$ cat config.mk
export PLATFORM = sky130hd
export DESIGN_NAME = ifetch_unit
export DESIGN_NICKNAME = d
export VERILOG_FILES = /design/src/rtl/ifetch_pkg.sv /design/src/rtl/ifetch_decode.sv /design/src/rtl/ifetch_unit.sv
export SDC_FILE = /design/constraint.sdc
export NUM_CORES = 1
export LEC_CHECK = 0
export ABC_AREA = 1
export ABC_CLOCK_PERIOD_IN_PS = 2900
export CAP_MARGIN = 20
export CORE_MARGIN = 5
export CORE_UTILIZATION = 48
export CTS_BUF_LIST = sky130_fd_sc_hd__clkbuf_16
export CTS_CLUSTER_DIAMETER = 80
export CTS_CLUSTER_SIZE = 12
export DETAILED_ROUTE_END_ITERATION = 10
export HOLD_SLACK_MARGIN = 0.08
export PLACE_DENSITY = 0.86
export SYNTH_ARGS = -nofsm -noshare
export SYNTH_HDL_FRONTEND = slang
export SYNTH_SLANG_ARGS = --single-unit
export TNS_END_PERCENT = 50
$ cat constraint.sdc
create_clock -name clk -period 2.9 [get_ports clk]
set_input_delay 0.435 -clock clk [delete_from_list [all_inputs] [get_ports clk]]
set_output_delay 0.435 -clock clk [all_outputs]
set_load 0.02 [all_outputs]
$ cat src/rtl/ifetch_pkg.sv
// Shared types and constants for the instruction fetch unit.
// Opcode set, FSM state encoding and the default reset PC.
package ifetch_pkg;

  localparam logic [31:0] RESET_PC_DEF = 32'h0000_0000;

  localparam logic [5:0] OP_ANDI = 6'h0C;
  localparam logic [5:0] OP_ORI  = 6'h0D;
  localparam logic [5:0] OP_XORI = 6'h0E;
  localparam logic [5:0] OP_LUI  = 6'h0F;

  typedef enum logic [1:0] {
    IDLE  = 2'd0,
    FETCH = 2'd1,
    HOLD  = 2'd2,
    FAULT = 2'd3
  } state_t;

  typedef struct packed {
    logic [31:0] instr;
    logic [31:0] pc;
  } if_id_t;

  // Logical immediates are zero-extended, everything else sign-extended.
  function automatic logic sign_ext(input logic [5:0] op);
    logic s;
    s = 1'b1;
    case (op)
      OP_ANDI, OP_ORI, OP_XORI, OP_LUI: s = 1'b0;
      default: s = 1'b1;
    endcase
    return s;
  endfunction

endpackage

$ cat src/rtl/ifetch_decode.sv
// Immediate field and extender select derived from the fetched word.
// Purely combinational.
module ifetch_decode
  import ifetch_pkg::*;
(
  input  logic [31:0] instr,
  output logic [15:0] imm16,
  output logic        ext_sel
);

  assign imm16   = instr[15:0];
  assign ext_sel = sign_ext(instr[31:26]);

endmodule

$ cat src/rtl/ifetch_unit.sv
// Instruction fetch FSM: request, register, hold for decode, redirect.
// Define IFETCH_ALIGN_CHECK_EN to trap misaligned redirects.
module ifetch_unit
  import ifetch_pkg::*;
#(
  parameter logic [31:0] RESET_PC = RESET_PC_DEF
) (
  input  logic        clk,
  input  logic        rst_n,
  output logic        imem_req,
  output logic [31:0] imem_addr,
  input  logic        imem_ack,
  input  logic [31:0] imem_rdata,
  input  logic        id_ready,
  input  logic        br_taken,
  input  logic [31:0] br_target,
  output logic        if_valid,
  output logic [31:0] if_instr,
  output logic [31:0] if_pc,
  output logic [15:0] if_imm16,
  output logic        if_ext_sel,
  output logic        if_fault
);

  state_t      state;
  logic [29:0] pc_w;
  if_id_t      id_q;
  logic        misal;

`ifdef IFETCH_ALIGN_CHECK_EN
  logic fault_q;
  assign misal    = br_target[1:0] != 2'b00;
  assign if_fault = fault_q;
`else
  logic unused_tgt;
  assign unused_tgt = ^br_target[1:0];
  assign misal      = 1'b0;
  assign if_fault   = 1'b0;
`endif

  always_ff @(posedge clk or negedge rst_n) begin
    if (!rst_n) begin
      state    <= IDLE;
      pc_w     <= RESET_PC[31:2];
      id_q     <= '0;
      if_valid <= 1'b0;
      imem_req <= 1'b0;
`ifdef IFETCH_ALIGN_CHECK_EN
      fault_q  <= 1'b0;
`endif
    end else if (state != FAULT && br_taken) begin
      if_valid <= 1'b0;
      if (misal) begin
        state    <= FAULT;
        imem_req <= 1'b0;
`ifdef IFETCH_ALIGN_CHECK_EN
        fault_q  <= 1'b1;
`endif
      end else begin
        state    <= FETCH;
        pc_w     <= br_target[31:2];
        imem_req <= 1'b1;
      end
    end else begin
      unique case (state)
        IDLE: begin
          state    <= FETCH;
          imem_req <= 1'b1;
        end
        FETCH: begin
          if (imem_ack) begin
            id_q.instr <= imem_rdata;
            id_q.pc    <= {pc_w, 2'b00};
            pc_w       <= pc_w + 30'd1;
            if_valid   <= 1'b1;
            imem_req   <= 1'b0;
            state      <= HOLD;
          end
        end
        HOLD: begin
          if (id_ready) begin
            if_valid <= 1'b0;
            imem_req <= 1'b1;
            state    <= FETCH;
          end
        end
        FAULT: begin
          if_valid <= 1'b0;
          imem_req <= 1'b0;
        end
        default: state <= IDLE;
      endcase
    end
  end

  assign imem_addr = {pc_w, 2'b00};
  assign if_instr  = id_q.instr;
  assign if_pc     = id_q.pc;

  ifetch_decode u_dec (
    .instr   (id_q.instr),
    .imm16   (if_imm16),
    .ext_sel (if_ext_sel)
  );

endmodule

Yosys cells after proc, flatten, opt, wreduce, memory -nomap -nowiden
Cells that the tools add are included.
{"block": "totals", "elab_cells": 46, "register_bits": 96, "output_inout_bits": 116, "in_bits": 69}
{"block": "classes", "n_eq_ne": 10, "n_bitwise": 1, "n_addsub": 1, "reduce_logical": 12, "n_mux": 16}
{"cell": "2-to-1 mux 30 bit", "count": 3}
{"cell": "adder 30 x 1 -> 30 bit (second input constant)", "count": 1}
{"cell": "equality test 6 x 4 -> 1 bit (second input constant)", "count": 4}
{"cell": "AND reduction 3 bit", "count": 3}
{"cell": "nonzero test 4 bit", "count": 2}
{"cell": "2-to-1 mux 1 bit", "count": 7}
{"cell": "2-to-1 mux 2 bit", "count": 3}
{"cell": "inequality test 3 bit (second input constant)", "count": 2}
{"cell": "one-hot mux 2 bit (3 select lines)", "count": 1}
{"cell": "equality test 2 bit (second input constant)", "count": 2}
{"cell": "one-hot mux 1 bit (4 select lines)", "count": 1}
{"cell": "AND reduction 2 bit", "count": 2}
{"cell": "nonzero test 2 bit", "count": 2}
{"cell": "OR reduction 4 bit", "count": 1}
{"cell": "one-hot mux 1 bit (3 select lines)", "count": 1}
{"cell": "equality test 2 x 1 -> 1 bit (second input constant)", "count": 1}
{"cell": "logical NOT 2 bit", "count": 1}
{"cell": "inequality test 2 bit (second input constant)", "count": 1}
{"cell": "logical AND 1 bit", "count": 1}
{"cell": "NOT 1 bit", "count": 1}

Depth between registers and ports, before layout
{"block": "depth", "word_depth": 4, "ltp_mapped": 10, "depth_no_buf": 10}

By module
Synthesis repeated with hierarchy kept, for this count alone.
{"block": "hier_totals", "hier_cells": 676, "hier_area_um2": 5004.8}
{"mod": "ifetch_unit", "area_each_um2": 4869.7, "n_inst": 1, "seq_area_each_um2": 2402.3, "cells_each": 656}
{"mod": "ifetch_decode", "area_each_um2": 135.1, "n_inst": 1, "seq_area_each_um2": 0.0, "cells_each": 20}

Worst setup path before layout
Ideal clock, no wire load.
{"block": "synth_timing", "kind": "reg2reg", "startpoint": "register pc_w[1]", "endpoint": "register pc_w[20]", "n_path_buf": 0, "slack_ps": 1290, "stages_incl_launch_ff": 11, "arrival_ps": 1494, "required_time_ps": 2783, "setup_ps": 117, "period_less_slack_ps": 1610, "cell_sequence": "dfrtp_1 -> ha_1 -> nand2_1 -> nor2_4 -> nand2_1 -> nor2_4 -> nand2_1 -> nand2_1 -> nand3_1 -> nand2_1 -> nand2_1"}
{"block": "synth_between", "elab_chain_cells": 4}
{"item": "start, declared", "line": "ifetch_unit.sv:26", "text": "logic [29:0] pc_w;"}
{"item": "start signal, assigned", "line": "ifetch_unit.sv:44", "text": "pc_w <= RESET_PC[31:2];"}
{"item": "start signal, assigned", "line": "ifetch_unit.sv:61", "text": "pc_w <= br_target[31:2];"}
{"item": "start signal, assigned", "line": "ifetch_unit.sv:74", "text": "pc_w <= pc_w + 30'd1;"}
{"item": "adder 30 x 1 -> 30 bit", "line": "ifetch_unit.sv:74"}
{"item": "2-to-1 mux 30 bit", "line": "ifetch_unit.sv:71", "text": "if (imem_ack) begin"}
{"item": "2-to-1 mux 30 bit", "line": "ifetch_unit.sv:65", "text": "unique case (state)"}
{"item": "2-to-1 mux 30 bit", "line": "ifetch_unit.sv:51", "text": "end else if (state != FAULT && br_taken) begin"}
No other way between the ends. The select of a mux whose other input is x is not followed.
A chain may end at the register's enable or synchronous reset.

Worst setup path in the final report
{"block": "layout_timing", "startpoint": "input br_taken", "endpoint": "register pc_w[14]"}
{"block": "layout_between", "elab_chain_cells": 3, "elab_cells_between_ends": 5, "classes_between": "mux: 1; reduce/logical: 4"}
{"item": "start, declared", "line": "ifetch_unit.sv:15", "text": "input logic br_taken,"}
{"item": "logical AND 1 bit *", "line": "ifetch_unit.sv:51"}
{"item": "nonzero test 2 bit (no line)"}
{"item": "AND reduction 2 bit (no line)"}
Every way passes the cells marked *; elsewhere a longest branch is shown, timed or not.

==> results.json <==
{
  "status": "completed",
  "cpMaxStageDelayCell": "clkdlybuf4s50_1",
  "grt_setup_unrepaired": "false",
  "hold_buffers": 0,
  "crit_required_ps": 3140,
  "hold-worst-slack_ps": 116,
  "cp-end-kind": "flop",
  "gp_congestion": 0.960,
  "ys_warn_count": 0,
  "arrival_ps": 2230,
  "fin_skew_ps": 5.43,
  "coreArea_mm2": 0.0102,
  "finalHoldViolCount": 0,
  "p_total_uw": 2630,
  "grt_max_degree": 97,
  "powerDensity_mw_per_mm2": 377,
  "path_max_fanout": 24,
  "final_common_cell": "nand2_1",
  "timing.final.crit_period_ps": 1990,
  "fp.dieW_um": 111,
  "ios": 185,
  "path_class": "in2reg",
  "firstDrtPassIters": 5,
  "fin_crit_sh_pct": 68.7,
  "die_y_um": 111,
  "routedWlPerCell_um": 14.9,
  "cpMostUsedCell": "nand2_1",
  "hp-class": "in2async",
  "grt_first_pass_wirelength_um": 24000,
  "htree_levels": 3,
  "cts_tree": "built",
  "worst_slew_pin_slew_ps": 530,
  "synth-seq-area-share_pct": 48.7,
  "drt-vias-per-instance": 5.11,
  "postRouteAntennaNets": 0,
  "antenna_found_initial": 0,
  "cts_resized": 0,
  "clk_latency_ps": 340,
  "power.leakage_uw": 0.00338,
  "avgSynthCellArea_um2": 7.29,
  "wl_um": 14500,
  "r2r_cells": 10,
  "cts_inserted_buffers": 9,
  "drc": 0,
  "drv_slew": 0,
  "rows": 37,
  "start_kind": "input pin",
  "regArea_mm2": 0.00240,
  "fin_nets": 902,
  "slew_headroom_pct": 64.7,
  "synth_cells": 677,
  "initial_core_util_pct": 48.4,
  "cts_sinks": 96,
  "grt_pass1_vias": 4876,
  "area_growth_pct": 41.6,
  "netlist_area_mm2": 0.00493,
  "peakVddDrop_mv": 0.333,
  "io_buffer_count": 177,
  "fin_util_pct": 68.6,
  "clock-root-buffer": "clkbuf_16",
  "clk_pin_slew_ps": 60,
  "n_fill_cell": 821,
  "final_layout_size_suffix_gt1_share_pct": 4.43,
  "cpPeakStageDelay_ps": 550,
  "postCtsSetupBuffers": 0,
  "yosysUniqueCellTypes": 27,
  "drt_iter0_markers": 484,
  "synth_seq_cells": 96,
  "die_area_mm2": 0.0124,
  "drv_cap": 0,
  "cts_buffer_depth": 2,
  "grt_overflow": 0,
  "final.setup.tns_ps": 0,
  "num_vias": 4962,
  "crit_path_cell_trace": "clkdlybuf4s50_1 > inv_2 > o21ai_1 > nand2_2 > clkinv_2 > o21ai_0 > nand2_1 > nand2_1 > inv_1",
  "multiInputGateArea_mm2": 0.00208,
  "setup_viol": 0,
  "antenna_cells": 0,
  "fmax_ghz": 0.502,
  "grtUsageTotal_pct": 23.4,
  "final_cell_mix": "nand2_1 (278), clkdlybuf4s50_1 (176), dfrtp_1 (96), nor2_1 (75), inv_1 (48)",
  "hpwl_um": 10700
}
[synthesized netlist by cell type]
library cell,n,area [µm²]
nor2_1,75,282
o211ai_1,1,7.51
clkbuf_1,2,7.51
nor2_2,3,18.8
a21oi_1,11,55.1
nand2_1,278,1040
nor2_4,6,67.6
clkinv_2,1,5.00
o22ai_1,5,31.3
buf_2,18,90.1
a22oi_1,2,15.0
nor3_1,2,10.0
ha_1,1,12.5
nand3_2,1,10.0
inv_1,48,180
dfrtp_1,96,2400
clkbuf_2,1,5.00
nand3b_1,1,7.51
buf_4,22,165
nand3_1,37,185
conb_1,1,3.75
o21ai_1,16,80.1
a31oi_1,1,6.26
inv_2,3,11.3
and2_1,1,6.26
nand2_2,3,18.8
o21ai_0,41,205
[path summary, 6_finish.rpt]
kind                                     startpoint                       end  slack, ps
setup reg to reg                pc_w[0]$_DFFE_PN0P_      pc_w[28]$_DFFE_PN0P_       1060
max in group asynchronous                     rst_n  if_instr[22]$_DFFE_PN0P_       2350
setup / recovery                           br_taken      pc_w[14]$_DFFE_PN0P_        910
hold reg to reg            if_instr[25]$_DFFE_PN0P_  if_instr[25]$_DFFE_PN0P_        470
hold / removal                                rst_n  if_instr[19]$_DFFE_PN0P_        120
min in group clk           if_instr[25]$_DFFE_PN0P_  if_instr[25]$_DFFE_PN0P_        470
[logic make-up (layout without fill, tap and decap cells)]
logic type                 count (synthesis)  count (layout)  synth area share (%)
and+or+nand+nor                          407             407                  33.4
AOI/OAI and AO/OA                         77              77                  8.12
other                                      1               5                0.0760
adders and majority gates                  1               1                 0.254
DFF                                       96              96                  48.7
buffers and inverters                     95             249                  9.41
[flip-flops by register name (all words and copies together), names as in the netlist]
register,cells
if_instr,32
if_pc,30
if_valid,1
imem_req,1
pc_w,30
state,2
[final cells by class]
type	count	area share (%)
inverter	52	2.81
clock buffer	9	3.22
timing repair buffer	183	26.5
tap	136	2.44
clock inverter	5	0.842
multi-input combinational	490	29.8
sequential	96	34.4
[critical path: cells and delay by family]
kind	cells	cell delay, ps
and+or+nand+nor	3	350
buffers and inverters	4	1130
AOI/OAI and AO/OA	2	300
[per-layer routing]
layer / vias to the layer above / part of all wire (%) / track usage (%)
li1: 2396 / - / -
met1: 2287 / 41 / 29.4
met2: 248 / 50 / 40.7
met3: 31 / 7.0 / 4.08
met4: 0 / 2.6 / 8.68
met5: - / 0 / 0
[stage by stage]
step                      setup slack (ps)  cell area, µm²  cells
after floorplan                       1290            4950    681
after global placement                 616            6700    957
after detailed placement               602            6700    957
after CTS                              942            6990    971
after global routing                   812            6990    971
final                                  907            6990    971
[power breakdown]
part	total [µW]	internal (µW)	switching [µW]
sequential	1340	1340	0
clock	1160	660	499
combinational	132	80.6	51.8
total	2630	2080	551
Power figures use the tool's default switching activity.
